## config.mk

```make
export PLATFORM = sky130hd
export DESIGN_NAME = reg_scoreboard_flat
export DESIGN_NICKNAME = d
export VERILOG_FILES = /design/src/rtl/reg_scoreboard_if.sv /design/src/rtl/reg_scoreboard.sv /design/src/flat_wrapper.sv
export SDC_FILE = /design/constraint.sdc
export NUM_CORES = 1
export LEC_CHECK = 0
export ABC_CLOCK_PERIOD_IN_PS = 3700
export BUFFER_PORTS_ARGS = -buffer_cell sky130_fd_sc_hd__buf_2
export CAP_MARGIN = 5
export CORE_AREA = 2 2 161 163
export DETAILED_ROUTE_END_ITERATION = 10
export DIE_AREA = 0 0 163 165
export GPL_TIMING_DRIVEN = 0
export PLACE_DENSITY_LB_ADDON = 0.05
export SLEW_MARGIN = 20
export SYNTH_ARGS = -nofsm -noshare
export SYNTH_HDL_FRONTEND = slang
export SYNTH_SLANG_ARGS = --single-unit
```

## constraint.sdc

```tcl
create_clock -name clk -period 3.7 [get_ports clk]
set_input_delay 0.74 -clock clk [delete_from_list [all_inputs] [get_ports clk]]
set_output_delay 0.74 -clock clk [all_outputs]
set_load 0.005 [all_outputs]
```

## src/rtl/reg_scoreboard_if.sv

```systemverilog
// Issue/completion bus between decode, the writeback arbiter and the register scoreboard.
// master = decode/writeback side, slave = scoreboard.
interface reg_scoreboard_if #(
    parameter int ADDR_W = 5
);
    logic              issue_valid;
    logic              issue_rd_write;
    logic [ADDR_W-1:0] issue_rd;
    logic              issue_rs1_use;
    logic [ADDR_W-1:0] issue_rs1;
    logic              issue_rs2_use;
    logic [ADDR_W-1:0] issue_rs2;
    logic              issue_stall;
    logic              issue_fire;
    logic              cmpl_valid;
    logic [ADDR_W-1:0] cmpl_rd;
    logic              flush;

    modport master (
        output issue_valid, issue_rd_write, issue_rd,
        output issue_rs1_use, issue_rs1, issue_rs2_use, issue_rs2,
        output cmpl_valid, cmpl_rd, flush,
        input  issue_stall, issue_fire
    );

    modport slave (
        input  issue_valid, issue_rd_write, issue_rd,
        input  issue_rs1_use, issue_rs1, issue_rs2_use, issue_rs2,
        input  cmpl_valid, cmpl_rd, flush,
        output issue_stall, issue_fire
    );
endinterface

```

## src/rtl/reg_scoreboard.sv

```systemverilog
// Register scoreboard: per-register pending-write counters driving the decode issue stall.
// Register 0 is hard-wired zero and can never become pending.
module reg_scoreboard #(
    parameter int NUM_REGS = 32,
    parameter int ADDR_W   = 5,
    parameter int CNT_W    = 2,
    parameter int MAX_OUT  = 4,
    parameter int BYPASS   = 1
) (
    input  logic                         clk,
    input  logic                         rst,
    reg_scoreboard_if.slave              sb,
    output logic [NUM_REGS-1:0]          pending_mask,
    output logic [$clog2(MAX_OUT+1)-1:0] outstanding,
    output logic                         busy,
    output logic                         err_underflow
);
    localparam int OUT_W = $clog2(MAX_OUT + 1);
    localparam logic [CNT_W-1:0] CNT_MAX = '1;

    logic [CNT_W-1:0] cnt      [NUM_REGS];
    logic [CNT_W-1:0] cnt_next [NUM_REGS];
    logic [CNT_W-1:0] c_rs1, c_rs2, c_rd, c_cmpl;
    logic             raw1, raw2, cap_full;
    logic             do_inc, do_dec, underflow;
    logic [OUT_W-1:0] outstanding_next;

    // Index by compare rather than array select so out-of-range addresses read as not pending.
    always_comb begin
        c_rs1  = '0;
        c_rs2  = '0;
        c_rd   = '0;
        c_cmpl = '0;
        for (int unsigned i = 0; i < NUM_REGS; i++) begin
            if (sb.issue_rs1 == ADDR_W'(i)) c_rs1  = cnt[i];
            if (sb.issue_rs2 == ADDR_W'(i)) c_rs2  = cnt[i];
            if (sb.issue_rd  == ADDR_W'(i)) c_rd   = cnt[i];
            if (sb.cmpl_rd   == ADDR_W'(i)) c_cmpl = cnt[i];
        end
    end

    // The bypass only clears a hazard when the completing write is the last one outstanding.
    always_comb begin
        raw1 = sb.issue_rs1_use && (sb.issue_rs1 != '0) && (c_rs1 != '0);
        raw2 = sb.issue_rs2_use && (sb.issue_rs2 != '0) && (c_rs2 != '0);
        if (BYPASS != 0) begin
            if (sb.cmpl_valid && (sb.cmpl_rd == sb.issue_rs1) && (c_rs1 == CNT_W'(1)))
                raw1 = 1'b0;
            if (sb.cmpl_valid && (sb.cmpl_rd == sb.issue_rs2) && (c_rs2 == CNT_W'(1)))
                raw2 = 1'b0;
        end
        cap_full = sb.issue_rd_write && (sb.issue_rd != '0) &&
                   ((c_rd == CNT_MAX) || (outstanding == OUT_W'(MAX_OUT)));
    end

    assign sb.issue_stall = sb.issue_valid && (raw1 || raw2 || cap_full);
    assign sb.issue_fire  = sb.issue_valid && !sb.issue_stall && !sb.flush;

    assign do_inc    = sb.issue_fire && sb.issue_rd_write && (sb.issue_rd != '0);
    assign do_dec    = !sb.flush && sb.cmpl_valid && (sb.cmpl_rd != '0) && (c_cmpl != '0);
    assign underflow = !sb.flush && sb.cmpl_valid && (sb.cmpl_rd != '0) && (c_cmpl == '0);

    // Applying both deltas per register makes same-register issue+completion net to zero.
    always_comb begin
        for (int unsigned i = 0; i < NUM_REGS; i++) begin
            cnt_next[i] = cnt[i];
            if (do_inc && (sb.issue_rd == ADDR_W'(i))) cnt_next[i] = cnt_next[i] + CNT_W'(1);
            if (do_dec && (sb.cmpl_rd == ADDR_W'(i)))  cnt_next[i] = cnt_next[i] - CNT_W'(1);
        end
    end

    always_comb begin
        outstanding_next = outstanding;
        case ({do_inc, do_dec})
            2'b10:   outstanding_next = outstanding + OUT_W'(1);
            2'b01:   outstanding_next = outstanding - OUT_W'(1);
            default: outstanding_next = outstanding;
        endcase
    end

    always_ff @(posedge clk or posedge rst) begin
        if (rst) begin
            for (int unsigned i = 0; i < NUM_REGS; i++) cnt[i] <= '0;
            outstanding   <= '0;
            err_underflow <= 1'b0;
        end else if (sb.flush) begin
            for (int unsigned i = 0; i < NUM_REGS; i++) cnt[i] <= '0;
            outstanding <= '0;
        end else begin
            for (int unsigned i = 0; i < NUM_REGS; i++) cnt[i] <= cnt_next[i];
            outstanding <= outstanding_next;
            if (underflow) err_underflow <= 1'b1;
        end
    end

    always_comb begin
        for (int unsigned i = 0; i < NUM_REGS; i++) pending_mask[i] = (cnt[i] != '0);
    end

    assign busy = (outstanding != '0);
endmodule

```

## src/flat_wrapper.sv

```systemverilog
// flat-port wrapper written by rule: the top's interface ports become plain ports
module reg_scoreboard_flat 
#(
    parameter int NUM_REGS = 32,
    parameter int ADDR_W   = 5,
    parameter int CNT_W    = 2,
    parameter int MAX_OUT  = 4,
    parameter int BYPASS   = 1
)
  (clk, rst, pending_mask, outstanding, busy, err_underflow, sb_issue_valid, sb_issue_rd_write, sb_issue_rd, sb_issue_rs1_use, sb_issue_rs1, sb_issue_rs2_use, sb_issue_rs2, sb_cmpl_valid, sb_cmpl_rd, sb_flush, sb_issue_stall, sb_issue_fire);
  reg_scoreboard_if #(.ADDR_W(ADDR_W)) sb_i ();
  input  logic clk;
  input  logic rst;
  output logic [NUM_REGS-1:0] pending_mask;
  output logic [$clog2(MAX_OUT+1)-1:0] outstanding;
  output logic busy;
  output logic err_underflow;
  input wire logic [$bits(sb_i.issue_valid)-1:0] sb_issue_valid;
  input wire logic [$bits(sb_i.issue_rd_write)-1:0] sb_issue_rd_write;
  input wire logic [$bits(sb_i.issue_rd)-1:0] sb_issue_rd;
  input wire logic [$bits(sb_i.issue_rs1_use)-1:0] sb_issue_rs1_use;
  input wire logic [$bits(sb_i.issue_rs1)-1:0] sb_issue_rs1;
  input wire logic [$bits(sb_i.issue_rs2_use)-1:0] sb_issue_rs2_use;
  input wire logic [$bits(sb_i.issue_rs2)-1:0] sb_issue_rs2;
  input wire logic [$bits(sb_i.cmpl_valid)-1:0] sb_cmpl_valid;
  input wire logic [$bits(sb_i.cmpl_rd)-1:0] sb_cmpl_rd;
  input wire logic [$bits(sb_i.flush)-1:0] sb_flush;
  output wire logic [$bits(sb_i.issue_stall)-1:0] sb_issue_stall;
  output wire logic [$bits(sb_i.issue_fire)-1:0] sb_issue_fire;
  assign sb_i.issue_valid = sb_issue_valid;
  assign sb_i.issue_rd_write = sb_issue_rd_write;
  assign sb_i.issue_rd = sb_issue_rd;
  assign sb_i.issue_rs1_use = sb_issue_rs1_use;
  assign sb_i.issue_rs1 = sb_issue_rs1;
  assign sb_i.issue_rs2_use = sb_issue_rs2_use;
  assign sb_i.issue_rs2 = sb_issue_rs2;
  assign sb_i.cmpl_valid = sb_cmpl_valid;
  assign sb_i.cmpl_rd = sb_cmpl_rd;
  assign sb_i.flush = sb_flush;
  assign sb_issue_stall = sb_i.issue_stall;
  assign sb_issue_fire = sb_i.issue_fire;
  reg_scoreboard #(.NUM_REGS(NUM_REGS), .ADDR_W(ADDR_W), .CNT_W(CNT_W), .MAX_OUT(MAX_OUT), .BYPASS(BYPASS)) u_core (.clk(clk), .rst(rst), .sb(sb_i), .pending_mask(pending_mask), .outstanding(outstanding), .busy(busy), .err_underflow(err_underflow));
endmodule
```

### Yosys cells after proc, flatten, opt, wreduce, memory -nomap -nowiden

Cells that the tools add are included.

* muxes and demuxes: 197
* equality and inequality tests: 132
* order comparisons: 0
* divide/modulo/power cells: 0
* shifts and indexed selects: 0
* reductions and logical operators: 135
* add/sub/neg operators: 66
* bitwise logic cells: 1
* $mul: 0

Operators by type and width (count)
* $mux 2: 192
* $eq 5x5->1 const B: 64
* $eq 5x4->1 const B: 32
* $logic_and 1x1->1: 83
* $eq 5x3->1 const B: 16
* $reduce_bool 2->1: 35
* $add 2x1->2 const B: 32
* $mux 64: 1
* $sub 2x1->2 const B: 32
* $eq 5x2->1 const B: 8
* $eq 5x1->1 const B: 4
* $logic_not 5->1: 4
* $reduce_bool 5->1: 4
* $eq 5x5->1: 2
* $eq 2x1->1 const B: 3
* $pmux 3 s2: 1
* $reduce_bool 3->1: 2
* $eq 2x2->1 const B: 2
* $add 3x1->3 const B: 1
* $eq 3x3->1 const B: 1
* $logic_or 1x1->1: 3
* $mux 3: 1
* $sub 3x1->3 const B: 1
* $logic_not 1->1: 2
* other kinds (4): 5

* logic and storage cells: 565
* bits in latches: 0
* RAM bits: 0
* bits of input ports: 28
* memories kept: 0
* output and inout bits: 39
* flip-flop bits (word level): 68
* ROM bits: 0

### Depth between registers and ports, before layout

Gate-level depths: netlist of the first run.

* depth after elaboration: 49
* gate-level depth with buffers: 18
* depth with buffers taken out: 13

### Worst setup path before layout of the first run

OpenSTA, ideal clock, no wires.

* path type: input -> register
* start point: input port sb_issue_rs1[0]
* end point: register u_core.outstanding[2]
* arrival time: 3518 ps
* cell stages on the path: 16
* data required time: 3565 ps
* setup time: 135 ps
* path buffers: 3
* path slack: 46 ps
* path through: buf_2 -> clkbuf_1 -> mux2i_1 -> nor3_1 -> a311oi_1 -> o311ai_0 -> o211ai_1 -> o41ai_1 -> a31oi_1 -> and2_1 -> buf_2 -> nor2_1 -> fa_1 -> a211oi_1 -> o21a_1 -> nor3_1

* cells in the longest elaborated chain, start to end: 47
* elaborated cells on any way between the ends: 86
* classes of those cells: eq/ne: 35; mux: 35; reduce/logical: 16

RTL lines
* from (decl): RTL line flat_wrapper.sv:22 `input wire logic [$bits(sb_i.issue_rs1)-1:0] sb_issue_rs1;`
* $logic_not 5->1: RTL line reg_scoreboard.sv:35 `if (sb.issue_rs1 == ADDR_W'(i)) c_rs1 = cnt[i];`
* $mux 2 (32 in a row): RTL line reg_scoreboard.sv:35
* $eq 2x1->1 / $reduce_bool 2->1 (equally long branches): RTL line reg_scoreboard.sv:47, reg_scoreboard.sv:44
* $logic_and 1x1->1, on equally long branches: RTL line reg_scoreboard.sv:47, reg_scoreboard.sv:44
* $mux 1 (*): RTL line reg_scoreboard.sv:47 `if (sb.cmpl_valid && (sb.cmpl_rd == sb.issue_rs1) && (c_rs1 == CNT_W'(1)))`
* $logic_or 1x1->1 (*) (2 in a row): RTL line reg_scoreboard.sv:56 `assign sb.issue_stall = sb.issue_valid && (raw1 || raw2 || cap_full);`
* $logic_and 1x1->1 (*): RTL line reg_scoreboard.sv:56
* $logic_not 1->1 (*): RTL line reg_scoreboard.sv:57 `assign sb.issue_fire = sb.issue_valid && !sb.issue_stall && !sb.flush;`
* $logic_and 1x1->1 (*) (2 in a row): RTL line reg_scoreboard.sv:57
* $logic_and 1x1->1 (*) (2 in a row): RTL line reg_scoreboard.sv:59 `assign do_inc = sb.issue_fire && sb.issue_rd_write && (sb.issue_rd != '0);`
* $eq 2x1->1 / $eq 2x2->1 (equally long branches): RTL line reg_scoreboard.sv:74 `case ({do_inc, do_dec})`
* $pmux 3 s2: RTL line reg_scoreboard.sv:74
* $mux 3: RTL line reg_scoreboard.sv:86 `end else if (sb.flush) begin`
* to (signal assigned): RTL line reg_scoreboard.sv:91 `outstanding <= outstanding_next;`
* to (decl): RTL line reg_scoreboard.sv:14 `output logic [$clog2(MAX_OUT+1)-1:0] outstanding,`

Mark *: on every way between the ends. The rest lies on a longest branch, timed or not.
A chain may end at the register's enable or synchronous reset.

### Worst setup path after layout of the first run

* start point: input port sb_issue_rd[0]
* end point: output port sb_issue_fire

* cells in the longest elaborated chain, start to end: 41
* elaborated cells on any way between the ends: 74
* classes of those cells: eq/ne: 32; mux: 32; reduce/logical: 10

RTL lines
* from (decl): RTL line flat_wrapper.sv:20 `input wire logic [$bits(sb_i.issue_rd)-1:0] sb_issue_rd;`
* $logic_not 5->1: RTL line reg_scoreboard.sv:37 `if (sb.issue_rd == ADDR_W'(i)) c_rd = cnt[i];`
* $mux 2 (32 in a row): RTL line reg_scoreboard.sv:37
* $eq 2x2->1: RTL line reg_scoreboard.sv:53 `((c_rd == CNT_MAX) || (outstanding == OUT_W'(MAX_OUT)));`
* $logic_or 1x1->1: RTL line reg_scoreboard.sv:53
* $logic_and 1x1->1 (*): RTL line reg_scoreboard.sv:52 `cap_full = sb.issue_rd_write && (sb.issue_rd != '0) &&`
* $logic_or 1x1->1 (*): RTL line reg_scoreboard.sv:56
* $logic_and 1x1->1 (*): RTL line reg_scoreboard.sv:56
* $logic_not 1->1 (*): RTL line reg_scoreboard.sv:57
* $logic_and 1x1->1 (*) (2 in a row): RTL line reg_scoreboard.sv:57
* to (decl): RTL line flat_wrapper.sv:29 `output wire logic [$bits(sb_i.issue_fire)-1:0] sb_issue_fire;`

Marked as above.

==> results of run 1 <==
## worst paths after layout
kind / from / cells past startpoint / end / slack, ns
max: sb_issue_rd[0] / 12 / sb_issue_fire / -0.22
min: rst / 2 / u_core.cnt[60]$_DFF_PP0_ / 0.37
max reg2reg: u_core.cnt[58]$_DFF_PP0_ / 13 / u_core.cnt[12]$_DFF_PP0_ / -0.01
min reg2reg: u_core.err_underflow$_DFFE_PP0P_ / 1 / u_core.err_underflow$_DFFE_PP0P_ / 0.47
max in group asynchronous: rst / 3 / u_core.cnt[22]$_DFF_PP0_ / 2.75
min in group clk: u_core.err_underflow$_DFFE_PP0P_ / 1 / u_core.err_underflow$_DFFE_PP0P_ / 0.47
## layout make-up
class                           count  area, um2
Antenna cell                        4      10.01
Fill cell                        2670      13810
Clock buffer                        9      225.2
Inverter                          106      407.9
Buffer                             97      719.4
Clock inverter                      7      100.1
Multi-Input combinational cell    955       7052
Tap cell                          330      412.9
Timing Repair Buffer               93      595.6
Sequential cell                    68       1704
## kinds of logic (layout without fill, tap and decap cells)
kind of cell	count (synthesis)	in the layout	synth area share [%]
AOI/OAI and AO/OA	320	320	24.30
muxes	54	54	7.042
xor gates and xnor gates	88	88	8.522
other	0	4	0
adders and majority gates	33	33	4.603
and+or+nand+nor	460	460	27.00
DFF	68	68	18.63
buffers and inverters	212	312	9.892
## timing repair
| action | in CTS | in global routing |
|---|---|---|
| pin swaps | 25 | 37 |
| setup buffers | 12 | 23 |
| gates resized for setup | 123 | 106 |
| endpoints found under the setup margin | 67 | 48 |
## metrics by stage
| step | hold WS (ns) | std cells | instance area [um2] |
|---|---|---|---|
| floorplan | 0.4678 | 1235 | 9133 |
| global placement | 0.4591 | 1622 | 9831 |
| detailed placement | 0.4598 | 1623 | 9866 |
| CTS | 0.3843 | 1647 | 10720 |
| global route | 0.3986 | 1665 | 11220 |
| finish | 0.3724 | 1669 | 11230 |
## Yosys cell counts, drive strengths merged, types with 5 or more instances
library cell  count
a211o             8
a211oi           20
a21oi            69
a22oi            16
a311oi            5
a31oi            12
a32oi            11
and2              9
and3             15
and3b             6
buf              62
clkbuf           44
dfrtp            68
ha               32
inv             106
mux2             19
mux2i            29
mux4              6
nand2            60
nand2b           32
nand3            65
nand3b           10
nand4            25
nor2             97
nor2b            31
nor3             46
nor3b             9
nor4             10
o211ai           22
o21a              7
o21ai            52
o221ai           13
o22ai            11
o311ai            9
o31a              6
o31ai            11
o32ai             6
or2              10
or3              13
or4               8
xnor2            72
xor2             16
## power breakdown
part | total, uW | leakage, uW | internal, uW | switching [uW]
combinational | 838 | 0.00337 | 296 | 542
sequential | 776 | 0.000940 | 752 | 23.8
clock | 1010 | 0.000160 | 596 | 409
total | 2620 | 0.00447 | 1640 | 975
## flip-flops by register name, summed over array words and instances, names as in the netlist
name	count
u_core.cnt	64
u_core.outstanding	3
u_core.err_underflow	1
## routing by layer
layer  GRT usage [%]  vias up
li1                -     4670
met1           51.28     5437
met2           59.94      786
met3           9.568      192
met4           23.61        0
met5               0        -
==> implementation parameters, run 1 <==
Parameter                              Value

Run status
  Run status ... finished with violations
  Violated checks ... negative setup slack

Floorplanning
  DIE AREA ... 0.02690 mm2
  Starting density of the core ... 36.48%
  Die width ... 163 um
  Area of the placeable core ... 0.02504 mm2
  Number of standard-cell rows in the floorplan ... 58
  IO Pins ... 67
  Die Y-Extent ... 165 um

STA
  Actual slew at the worst max-slew pin ... 1.186 ns
  RSZ-0062 raised after global routing ... yes
  Final worst setup slack ... -0.2175 ns
  Clock Skew ... 0.006977 ns
  Final period util ... 105.9%
  Relative slew slack ... 20.64%
  Max Freq ... 255.3 MHz
  Number of failing hold endpoints at the final stage ... 0
  Final Slew Violations ... 0
  Post-Route Setup TNS ... -0.4028 ns
  Final critical path time including I/O delays and setup ... 3.917 ns
  Number of failing setup endpoints in the final timing report ... 3

Route
  Via density ... 6.642
  WL met2 ... 22.93 mm
  Routed length on met3 ... 6.001 mm
  Wire length per cell ... 32.00 um
  Post-route antenna net violation count ... 0
  DRT met1 WL ... 20.80 mm
  Drt initial violations ... 1618
  Highest Signal Layer ... met4
  Post-route DRC ... 0
  Total wire length after detailed routing ... 53.41 mm
  Number of vias after detailed routing ... 11090
  1st-pass router iterations ... 8

Job
  Max capacitance violation total ... 0

Critical path
  Worst path cell trace ... buf_2, buf_6, nand2b_1, o21ai_0, a32oi_2, o221ai_1, a21o_1, a311oi_4, nand2_1, and3_4, and3_4, buf_6
  Path type of the worst setup path ... in -> out
  Top fanout value on the critical path ... 10
  Data required time at the worst endpoint ... 2.96 ns
  Critical Path End Type ... primary output
  Cell family contributing the most delay on the critical path ... compound AO/OA/AOI/OAI gates
  Sum of buffers and inverters on the critical path ... 3
  Slowest stage cell on the critical path ... sky130_fd_sc_hd__a311oi_4
  Arrival time at the worst endpoint ... 3.18 ns
  Type of element launching the critical path ... input pin
  Maximum cell stage delay along the critical path ... 0.42 ns

Power and ir drop
  Worst ir drop on vdd ... 0.1758 mV
  Total chip power ... 2620 uW
  Ratio of total power to cell area ... 233.3 mW/mm2
  Leakage dissipation ... 0.004466 uW

Cells and area
  Commonest cells after routing, fill and taps aside ... 103 x sky130_fd_sc_hd__inv_1, 85 x sky130_fd_sc_hd__nor2_1, 74 x sky130_fd_sc_hd__buf_2, 71 x sky130_fd_sc_hd__xnor2_1, 66 x sky130_fd_sc_hd__dfrtp_1
  Core occupancy in the finished layout ... 44.84%
  Proportion of layout cells with a drive suffix above 1 ... 23.52%
  Number of nets at the end of the flow ... 1391
  Area growth, synth to finish ... 22.93%
  Commonest non-fill, non-tap cell in the layout ... sky130_fd_sc_hd__inv_1

Yosys
  Fraction of registers with async set or reset after synthesis ... 100.0%
  Synth area leaders ... sky130_fd_sc_hd__dfrtp_1 19%, sky130_fd_sc_hd__xnor2_1 6.8%, sky130_fd_sc_hd__ha_1 4.4%
  Average footprint of a synthesized cell ... 7.395 um2
  Leading area contributor after synthesis ... sky130_fd_sc_hd__dfrtp_1
  Post-synthesis instance total ... 1235
  Count of flip-flops with a built-in enable after synthesis ... 0
  Number of different library cells in the post-synthesis netlist ... 86
  Cell area after synthesis ... 0.009133 mm2
  Net count of the mapped netlist ... 1296
  Area share of the largest cell type after synthesis ... 18.63%
  Main flop type after synthesis ... sky130_fd_sc_hd__dfrtp_1
  Number of synthesized register bits ... 68
  Synth warnings ... 0
  Portion of the post-synthesis area used by sequential elements ... 18.63%

Clock network
  Number of clock sinks ... 68
  Number of H-tree branching levels ... 3
  Clock tree from TritonCTS ... done
  Clock-pin slew reported for the worst setup and hold paths after clock tree synthesis ... 0.07 ns
  Clock latency on the worst-skew pair ... 0.36 ns
  Number of buffers inserted during clock tree synthesis ... 9
  CTS Root Buffer Type ... sky130_fd_sc_hd__clkbuf_16
  Hold-fix buffers at CTS ... 0
  Deepest clock path buffer count ... 2

Place
  Worst slack, placed ... -1.154 ns
  Detailed Place HPWL ... 40.04 mm
  Final Wtd Congestion ... 1.065
  Number of I/O port buffers ... 57

Global route
  Overflow left after global routing ... 0
  Maximum number of pins on one net before global-route repair ... 42
  Global routing usage summed across all routing layers ... 39.66%
  Number of global-route vias before repair ... 10360
  Number of antenna violations at the first check in global routing ... 1
  Wire length of the first global-routing pass ... 75.67 mm

Worst hold path
  Class of the tightest hold or removal check ... in -> async
No activity file was read; power rests on OpenSTA's default activity.
==> run 2, diff against run 1 <==
--- a/config.mk
+++ b/config.mk
@@ -5,14 +5,15 @@
 export SDC_FILE = /design/constraint.sdc
 export NUM_CORES = 1
 export LEC_CHECK = 0
-export ABC_CLOCK_PERIOD_IN_PS = 3700
+export ABC_CLOCK_PERIOD_IN_PS = 3850
 export BUFFER_PORTS_ARGS = -buffer_cell sky130_fd_sc_hd__buf_2
 export CAP_MARGIN = 5
 export CORE_AREA = 2 2 161 163
 export DETAILED_ROUTE_END_ITERATION = 10
 export DIE_AREA = 0 0 163 165
 export GPL_TIMING_DRIVEN = 0
-export PLACE_DENSITY_LB_ADDON = 0.05
+export PLACE_DENSITY = 0.55
+export RECOVER_POWER = 25
 export SLEW_MARGIN = 20
 export SYNTH_ARGS = -nofsm -noshare
 export SYNTH_HDL_FRONTEND = slang
==> constraint.sdc (replaced) <==
create_clock -name clk -period 3.85 [get_ports clk]
set_input_delay 0.77 -clock clk [delete_from_list [all_inputs] [get_ports clk]]
set_output_delay 0.77 -clock clk [all_outputs]
set_load 0.005 [all_outputs]
==> implementation parameters, run 2 (synthesized netlist as in run 1, its figures left out) <==
Parameter                              Value

Run status
  Run status ... finished with violations (unchanged)
  Violated checks ... negative setup slack (unchanged)

Floorplanning
  Area of the placeable core ... 0.02504 mm2 (unchanged)
  DIE AREA ... 0.02690 mm2 (unchanged)
  Starting density of the core ... 36.48% (unchanged)
  IO Pins ... 67 (unchanged)
  Number of standard-cell rows in the floorplan ... 58 (unchanged)
  Die width ... 163 um (unchanged)
  Die Y-Extent ... 165 um (unchanged)

Cells and area
  Register with the most flip-flops ... u_core.cnt (unchanged)
  Registers with the most flip-flops ... u_core.cnt: 64 flops, u_core.outstanding: 3 flops, u_core.err_underflow: 1 flops (unchanged)
  Flip-flop count of the largest register, all copies and words added ... 64 (unchanged)
  Post-layout instance count excluding filler cells ... 1656 (was 1669)
  Commonest cells after routing, fill and taps aside ... 104 x sky130_fd_sc_hd__inv_1, 86 x sky130_fd_sc_hd__nor2_1, 79 x sky130_fd_sc_hd__buf_2, 71 x sky130_fd_sc_hd__xnor2_1, 68 x sky130_fd_sc_hd__dfrtp_1 (was 103 x sky130_fd_sc_hd__inv_1, 85 x sky130_fd_sc_hd__nor2_1, 74 x sky130_fd_sc_hd__buf_2, 71 x sky130_fd_sc_hd__xnor2_1, 66 x sky130_fd_sc_hd__dfrtp_1)
  Commonest non-fill, non-tap cell in the layout ... sky130_fd_sc_hd__inv_1 (unchanged)
  Proportion of layout cells with a drive suffix above 1 ... 21.09% (was 23.52%)
  Number of nets at the end of the flow ... 1379 (was 1391)
  Area growth, synth to finish ... 20.00% (was 22.93%)
  Fill cell count ... 2684 (was 2670)

Clock network
  Clock latency on the worst-skew pair ... 0.36 ns (about the same)
  Hold-fix buffers at CTS ... 0 (unchanged)
  CTS Root Buffer Type ... sky130_fd_sc_hd__clkbuf_16 (unchanged)
  Number of clock sinks ... 68 (unchanged)
  Number of buffers inserted during clock tree synthesis ... 9 (unchanged)
  Deepest clock path buffer count ... 2 (unchanged)
  Clock-pin slew reported for the worst setup and hold paths after clock tree synthesis ... 0.07 ns (about the same)
  Number of H-tree branching levels ... 3 (unchanged)
  Clock tree from TritonCTS ... done (unchanged)

STA
  Post-Route Setup TNS ... -0.3236 ns (was -0.4028 ns)
  Max Freq ... 250.3 MHz
  Final hold slack ... 0.4714 ns (was 0.3724 ns)
  Clock Skew ... 0.01454 ns (was 0.006977 ns)
  Number of failing hold endpoints at the final stage ... 0 (unchanged)
  Final worst setup slack ... -0.1457 ns (was -0.2175 ns)
  RSZ-0062 raised after global routing ... yes (unchanged)
  Actual slew at the worst max-slew pin ... 1.301 ns (was 1.186 ns)
  Final period util ... 103.8%
  Final Slew Violations ... 0 (unchanged)
  Relative slew slack ... 12.93% (was 20.64%)
  Final critical path time including I/O delays and setup ... 3.996 ns
  Number of failing setup endpoints in the final timing report ... 4 (was 3)

Route
  Drt initial violations ... 1485 (was 1618)
  1st-pass router iterations ... 8 (unchanged)
  Total wire length after detailed routing ... 52.86 mm (was 53.41 mm)
  Number of vias after detailed routing ... 11030 (was 11090)
  Post-route DRC ... 0 (unchanged)
  Wire length per cell ... 31.92 um (was 32.00 um)
  Via density ... 6.658 (was 6.642)
  Post-route antenna net violation count ... 0 (unchanged)

Global route
  Overflow left after global routing ... 0 (unchanged)
  Global routing usage summed across all routing layers ... 39.33% (was 39.66%)
  Number of global-route vias before repair ... 10470 (was 10360)
  Wire length of the first global-routing pass ... 75.24 mm (was 75.67 mm)
  Maximum number of pins on one net before global-route repair ... 45 (was 42)
  Number of antenna violations at the first check in global routing ... 4 (was 1)

Power and ir drop
  Fraction of power consumed by combinational cells ... 30.2% (was 32.0%)
  Worst ir drop on vdd ... 0.1985 mV (was 0.1758 mV)
  Switching power as a share of total power ... 35.71% (was 37.23%)
  Sequential fraction of design power ... 29.2% (was 29.6%)
  Ratio of total power to cell area ... 232.3 mW/mm2 (was 233.3 mW/mm2)
  Total chip power ... 2546 uW (was 2620 uW)
  Clock Power Share ... 40.6% (was 38.4%)
  Net switching power figure ... 909.1 uW (was 975.4 uW)
  Leakage dissipation ... 0.004369 uW (was 0.004466 uW)
  Cell internal pwr ... 1637 uW (was 1644 uW)

Place
  Final Wtd Congestion ... 1.071 (was 1.065)
  Number of I/O port buffers ... 57 (unchanged)
  Cell Count Post-Placement ... 1623 (unchanged)
  Detailed Place HPWL ... 39.51 mm (was 40.04 mm)

Critical path
  Arrival time at the worst endpoint ... 3.23 ns (was 3.18 ns)
  Path type of the worst setup path ... in -> out (unchanged)
  Sum of buffers and inverters on the critical path ... 4 (was 3)
  Data required time at the worst endpoint ... 3.08 ns (was 2.96 ns)
  Cell family contributing the most delay on the critical path ... compound AO/OA/AOI/OAI gates (unchanged)
  Critical Path End Type ... primary output (unchanged)
  Top fanout value on the critical path ... 10 (unchanged)
  Maximum cell stage delay along the critical path ... 0.40 ns (was 0.42 ns)
  Type of element launching the critical path ... input pin (unchanged)
  Most repeated library cell on the critical path ... sky130_fd_sc_hd__and3_4
  Worst path cell trace ... clkbuf_16, buf_12, clkbuf_2, nor2_2, a32oi_2, a221oi_4, nor4_4, a311oi_4, nand2_1, and3_4, and3_4, buf_6 (was buf_2, buf_6, nand2b_1, o21ai_0, a32oi_2, o221ai_1, a21o_1, a311oi_4, nand2_1, and3_4, and3_4, buf_6)
  Slowest stage cell on the critical path ... sky130_fd_sc_hd__a221oi_4 (was sky130_fd_sc_hd__a311oi_4)

Job
  Max capacitance violation total ... 0 (unchanged)

Worst hold path
  Class of the tightest hold or removal check ... reg -> reg (was in -> async)
-- run 2: changes by cell type in the layout (fill, tap and decap cells not counted), sizes merged --
cell | before | now
clkbuf | 46 | 53
clkinv | 4 | 2
diode | 4 | 3
buf | 153 | 135
clkinvlp | 2 | 3
bufinv | 2 | 3
inv | 105 | 104
-- run 2: final cells by class --
cell class	instances	area (um2)	area share, %
Antenna cell	3	7.507	0.06850
Buffer	100	684.4	6.245
Clock buffer	10	239.0	2.181
Clock inverter	6	111.4	1.016
Inverter	106	402.9	3.676
Multi-Input combinational cell	955	6927	63.20
Sequential cell	68	1702	15.53
Tap cell	330	412.9	3.768
Timing Repair Buffer	78	473.0	4.316
-- run 2: timing repair --
item                                    CTS  global route
cloned                                    0             0
endpoints found under the setup margin   67            51
resized for setup                       107            67
setup buffers                            11             9
pin swaps                                20            27
-- run 2: power groups by stage --
stage	Sequential, uW	Combinational [uW]	Clock [uW]
floorplan	748	397	0
CTS	743	708	1030
global route	746	801	1050
global placement	755	647	0
detailed placement	755	640	0
finish	744	769	1030
-- run 2: worst reg2reg max path, cell delays in order (launching register included) --
cell and delay [ns]:
sky130_fd_sc_hd__dfrtp_1 0.55, sky130_fd_sc_hd__inv_1 0.44, sky130_fd_sc_hd__o21ai_0 0.27, sky130_fd_sc_hd__a32oi_1 0.26, sky130_fd_sc_hd__a211oi_1 0.07, sky130_fd_sc_hd__o311ai_1 0.40, sky130_fd_sc_hd__a21oi_2 0.14, sky130_fd_sc_hd__buf_4 0.17
sky130_fd_sc_hd__nor2_2 0.15, sky130_fd_sc_hd__and2_1 0.18, sky130_fd_sc_hd__clkbuf_4 0.18, sky130_fd_sc_hd__nor2_1 0.06, sky130_fd_sc_hd__fa_1 0.40, sky130_fd_sc_hd__and4_1 0.18, sky130_fd_sc_hd__o21a_1 0.17, sky130_fd_sc_hd__nor3_1 0.14
-- run 2: per-stage QoR --
stage	utilization [%]	setup WS, ns	cell area, um2
after floorplan	-	0.1663	9133
after global routing	43.74	-0.1940	10950
after CTS	42.73	-0.08576	10700
final	43.77	-0.1457	10960
after global placement	39.27	-1.188	9831
after detailed placement	39.39	-1.154	9861
-- run 2: routing by layer --
layer / up-vias / part of all wire [%] / GRT usage (%)
met1: 5299 / 37 / 49.35
li1: 4662 / - / -
met5: - / 0.025 / 0
met2: 844 / 43 / 60.79
met3: 219 / 13 / 10.80
met4: 2 / 6.8 / 22.41
-- run 2: worst paths after layout --
path / from / to / slack (ns) / cells past startpoint
setup / recovery: sb_issue_rd[4] / sb_issue_fire / -0.15 / 12
hold / removal: u_core.err_underflow$_DFFE_PP0P_ / u_core.err_underflow$_DFFE_PP0P_ / 0.47 / 1
setup reg to reg: u_core.cnt[50]$_DFF_PP0_ / u_core.outstanding[2]$_DFFE_PP0P_ / -0.01 / 15
hold reg to reg: u_core.err_underflow$_DFFE_PP0P_ / u_core.err_underflow$_DFFE_PP0P_ / 0.47 / 1
max in group asynchronous: rst / u_core.cnt[15]$_DFF_PP0_ / 1.40 / 3
min in group asynchronous: rst / u_core.cnt[60]$_DFF_PP0_ / 0.65 / 2
==> run 3, diff against run 2 <==
--- a/config.mk
+++ b/config.mk
@@ -12,9 +12,10 @@
 export DETAILED_ROUTE_END_ITERATION = 10
 export DIE_AREA = 0 0 163 165
 export GPL_TIMING_DRIVEN = 0
-export PLACE_DENSITY = 0.55
+export PLACE_DENSITY_LB_ADDON = 0.15
 export RECOVER_POWER = 25
 export SLEW_MARGIN = 20
 export SYNTH_ARGS = -nofsm -noshare
 export SYNTH_HDL_FRONTEND = slang
 export SYNTH_SLANG_ARGS = --single-unit
+export TNS_END_PERCENT = 5
==> implementation parameters, run 3 (synthesized netlist as in run 1, its figures left out) <==
Parameter                              Value

Floorplanning
  Number of standard-cell rows in the floorplan ... 58 (unchanged)
  IO Pins ... 67 (unchanged)
  Die Y-Extent ... 165 um (unchanged)
  Die width ... 163 um (unchanged)
  Starting density of the core ... 36.48% (unchanged)
  Area of the placeable core ... 0.02504 mm2 (unchanged)
  DIE AREA ... 0.02690 mm2 (unchanged)

Critical path
  Type of element launching the critical path ... input pin (unchanged)
  Depth of the worst register-to-register path ... 13 (was 15)
  Reg2reg setup slack ... 0.08 ns (was -0.01 ns)
  Arrival time at the worst endpoint ... 3.19 ns (was 3.23 ns)
  Data required time at the worst endpoint ... 3.08 ns (about the same)
  Path type of the worst setup path ... in -> out (unchanged)
  Critical Path End Type ... primary output (unchanged)
  Top fanout value on the critical path ... 10 (unchanged)

STA
  Clock Skew ... 0.01281 ns (was 0.01454 ns)
  Post-Route Setup TNS ... -0.1701 ns (was -0.3236 ns)
  Final hold slack ... 0.4797 ns (was 0.4714 ns)
  Relative slew slack ... 4.825% (was 12.93%)
  Final worst setup slack ... -0.1092 ns (was -0.1457 ns)
  Max Freq ... 252.6 MHz (was 250.3 MHz)
  Number of failing setup endpoints in the final timing report ... 2 (was 4)
  Actual slew at the worst max-slew pin ... 1.420 ns (was 1.301 ns)
  Number of failing hold endpoints at the final stage ... 0 (unchanged)
  Final period util ... 102.8% (was 103.8%)
  RSZ-0062 raised after global routing ... yes (unchanged)
  Final critical path time including I/O delays and setup ... 3.959 ns (was 3.996 ns)
  Final Slew Violations ... 0 (unchanged)

Clock network
  Number of buffers inserted during clock tree synthesis ... 9 (unchanged)
  CTS Root Buffer Type ... sky130_fd_sc_hd__clkbuf_16 (unchanged)
  Clock tree from TritonCTS ... done (unchanged)
  Deepest clock path buffer count ... 2 (unchanged)
  Number of clock sinks ... 68 (unchanged)
  Clock-pin slew reported for the worst setup and hold paths after clock tree synthesis ... 0.06 ns (was 0.07 ns)
  Number of H-tree branching levels ... 3 (unchanged)
  Clock latency on the worst-skew pair ... 0.36 ns (about the same)

Global route
  Wire length of the first global-routing pass ... 76.47 mm (was 75.24 mm)
  Maximum number of pins on one net before global-route repair ... 42 (was 45)
  Overflow left after global routing ... 0 (unchanged)
  Number of antenna violations at the first check in global routing ... 10 (was 4)
  Number of global-route vias before repair ... 10480 (was 10470)
  Global routing usage summed across all routing layers ... 40.26% (was 39.33%)

Power and ir drop
  Ratio of total power to cell area ... 231.5 mW/mm2 (was 232.3 mW/mm2)
  Leakage dissipation ... 0.004447 uW (was 0.004369 uW)
  Worst ir drop on vdd ... 0.2356 mV (was 0.1985 mV)

Cells and area
  Registers with the most flip-flops ... u_core.cnt: 64 flops, u_core.outstanding: 3 flops, u_core.err_underflow: 1 flops (unchanged)
  Proportion of layout cells with a drive suffix above 1 ... 22.92% (was 21.09%)
  Register with the most flip-flops ... u_core.cnt (unchanged)
  Commonest non-fill, non-tap cell in the layout ... sky130_fd_sc_hd__inv_1 (unchanged)
  Area growth, synth to finish ... 21.98% (was 20.00%)
  Commonest cells after routing, fill and taps aside ... 104 x sky130_fd_sc_hd__inv_1, 86 x sky130_fd_sc_hd__nor2_1, 80 x sky130_fd_sc_hd__buf_2, 71 x sky130_fd_sc_hd__xnor2_1, 66 x sky130_fd_sc_hd__dfrtp_1 (was 104 x sky130_fd_sc_hd__inv_1, 86 x sky130_fd_sc_hd__nor2_1, 79 x sky130_fd_sc_hd__buf_2, 71 x sky130_fd_sc_hd__xnor2_1, 68 x sky130_fd_sc_hd__dfrtp_1)
  Post-layout instance count excluding filler cells ... 1662 (was 1656)
  Flip-flop count of the largest register, all copies and words added ... 64 (unchanged)
  Number of nets at the end of the flow ... 1387 (was 1379)

Place
  Worst slack, placed ... -1.177 ns (was -1.154 ns)
  Cell Count Post-Placement ... 1623 (unchanged)
  Number of I/O port buffers ... 57 (unchanged)
  Detailed Place HPWL ... 40.79 mm (was 39.51 mm)
  Final Wtd Congestion ... 1.031 (was 1.071)

Route
  Number of vias after detailed routing ... 11090 (was 11030)
  Drt initial violations ... 1689 (was 1485)
  Via density ... 6.671 (was 6.658)
  Post-route antenna net violation count ... 0 (unchanged)
  Wire length per cell ... 32.62 um (was 31.92 um)
  Post-route DRC ... 0 (unchanged)
  1st-pass router iterations ... 6 (was 8)
  Total wire length after detailed routing ... 54.21 mm (was 52.86 mm)

Worst hold path
  Class of the tightest hold or removal check ... reg -> reg (unchanged)
  Hold-critical path depth ... 1 (unchanged)

Run status
  Violated checks ... negative setup slack (unchanged)
  Run status ... finished with violations (unchanged)

Job
  Max capacitance violation total ... 0 (unchanged)
run 3: cell types whose count changed in the layout (fill, tap and decap cells not counted), moves of 3 or more:
| cell | before | now |
|---|---|---|
| sky130_fd_sc_hd__nor3_2 | 4 | 1 |
| sky130_fd_sc_hd__buf_4 | 30 | 40 |
| sky130_fd_sc_hd__a21oi_2 | 5 | 9 |
| sky130_fd_sc_hd__a21oi_1 | 63 | 59 |
run 3: power breakdown:
group,internal [uW],switching (uW)
combinational,273,515
clock,669,376
sequential,723,22.0
run 3: stage by stage:
step	total power [uW]	utilization (%)	cell area, um2
floorplan	1145	-	9133
detailed placement	1397	39.39	9861
CTS	2517	43.62	10920
finish	2579	44.49	11140
global route	2628	44.48	11140
global placement	1406	39.27	9831
run 3: layout make-up:
type / count / area [um2]
Fill cell: 2619 / 13900
Antenna cell: 1 / 2.502
Sequential cell: 68 / 1704
Clock buffer: 12 / 256.5
Tap cell: 330 / 412.9
Buffer: 100 / 701.9
Clock inverter: 4 / 95.09
Multi-Input combinational cell: 955 / 7027
Inverter: 106 / 402.9
Timing Repair Buffer: 86 / 536.8
run 3: path summary, 6_finish.rpt:
| kind | start | endpoint |
|---|---|---|
| setup / recovery | sb_issue_rs1[1] | sb_issue_fire |
| hold reg to reg | u_core.err_underflow$_DFFE_PP0P_ | u_core.err_underflow$_DFFE_PP0P_ |
| min in group asynchronous | rst | u_core.cnt[52]$_DFF_PP0_ |
| setup reg to reg | u_core.cnt[26]$_DFF_PP0_ | u_core.outstanding[1]$_DFFE_PP0P_ |
| hold / removal | u_core.err_underflow$_DFFE_PP0P_ | u_core.err_underflow$_DFFE_PP0P_ |
| max in group asynchronous | rst | u_core.cnt[22]$_DFF_PP0_ |
run 3: per-layer routing:
metal  part of all wire, %  global-route usage [%]  up-vias  wire (um)
li1                      -                       -     4676          -
met1                    39                   51.03     5393      21060
met2                    43                   62.54      802      23470
met3                    11                   9.844      211       5874
met4                   6.9                   22.93        6       3740
met5                  0.12                       0        -         63
run 3: what timing repair did:
action                     CTS  global route
hold buffers                 0             0
pin swaps                   33            24
setup endpoints to repair   67            50
gates cloned                 1             0
gates resized for setup    141            59
setup buffers               22             5
run 3: critical path, cell delays in order:
cell                        delay (ns)
sky130_fd_sc_hd__buf_2            0.11
sky130_fd_sc_hd__buf_6            0.15
sky130_fd_sc_hd__buf_8            0.15
sky130_fd_sc_hd__and3_2           0.25
sky130_fd_sc_hd__a2111oi_2        0.26
sky130_fd_sc_hd__a31oi_1          0.11
sky130_fd_sc_hd__o21ai_0          0.15
sky130_fd_sc_hd__a211oi_2         0.12
sky130_fd_sc_hd__o41ai_4          0.51
sky130_fd_sc_hd__a31oi_2          0.16
sky130_fd_sc_hd__and3_4           0.21
sky130_fd_sc_hd__and3_1           0.13
sky130_fd_sc_hd__buf_2            0.12
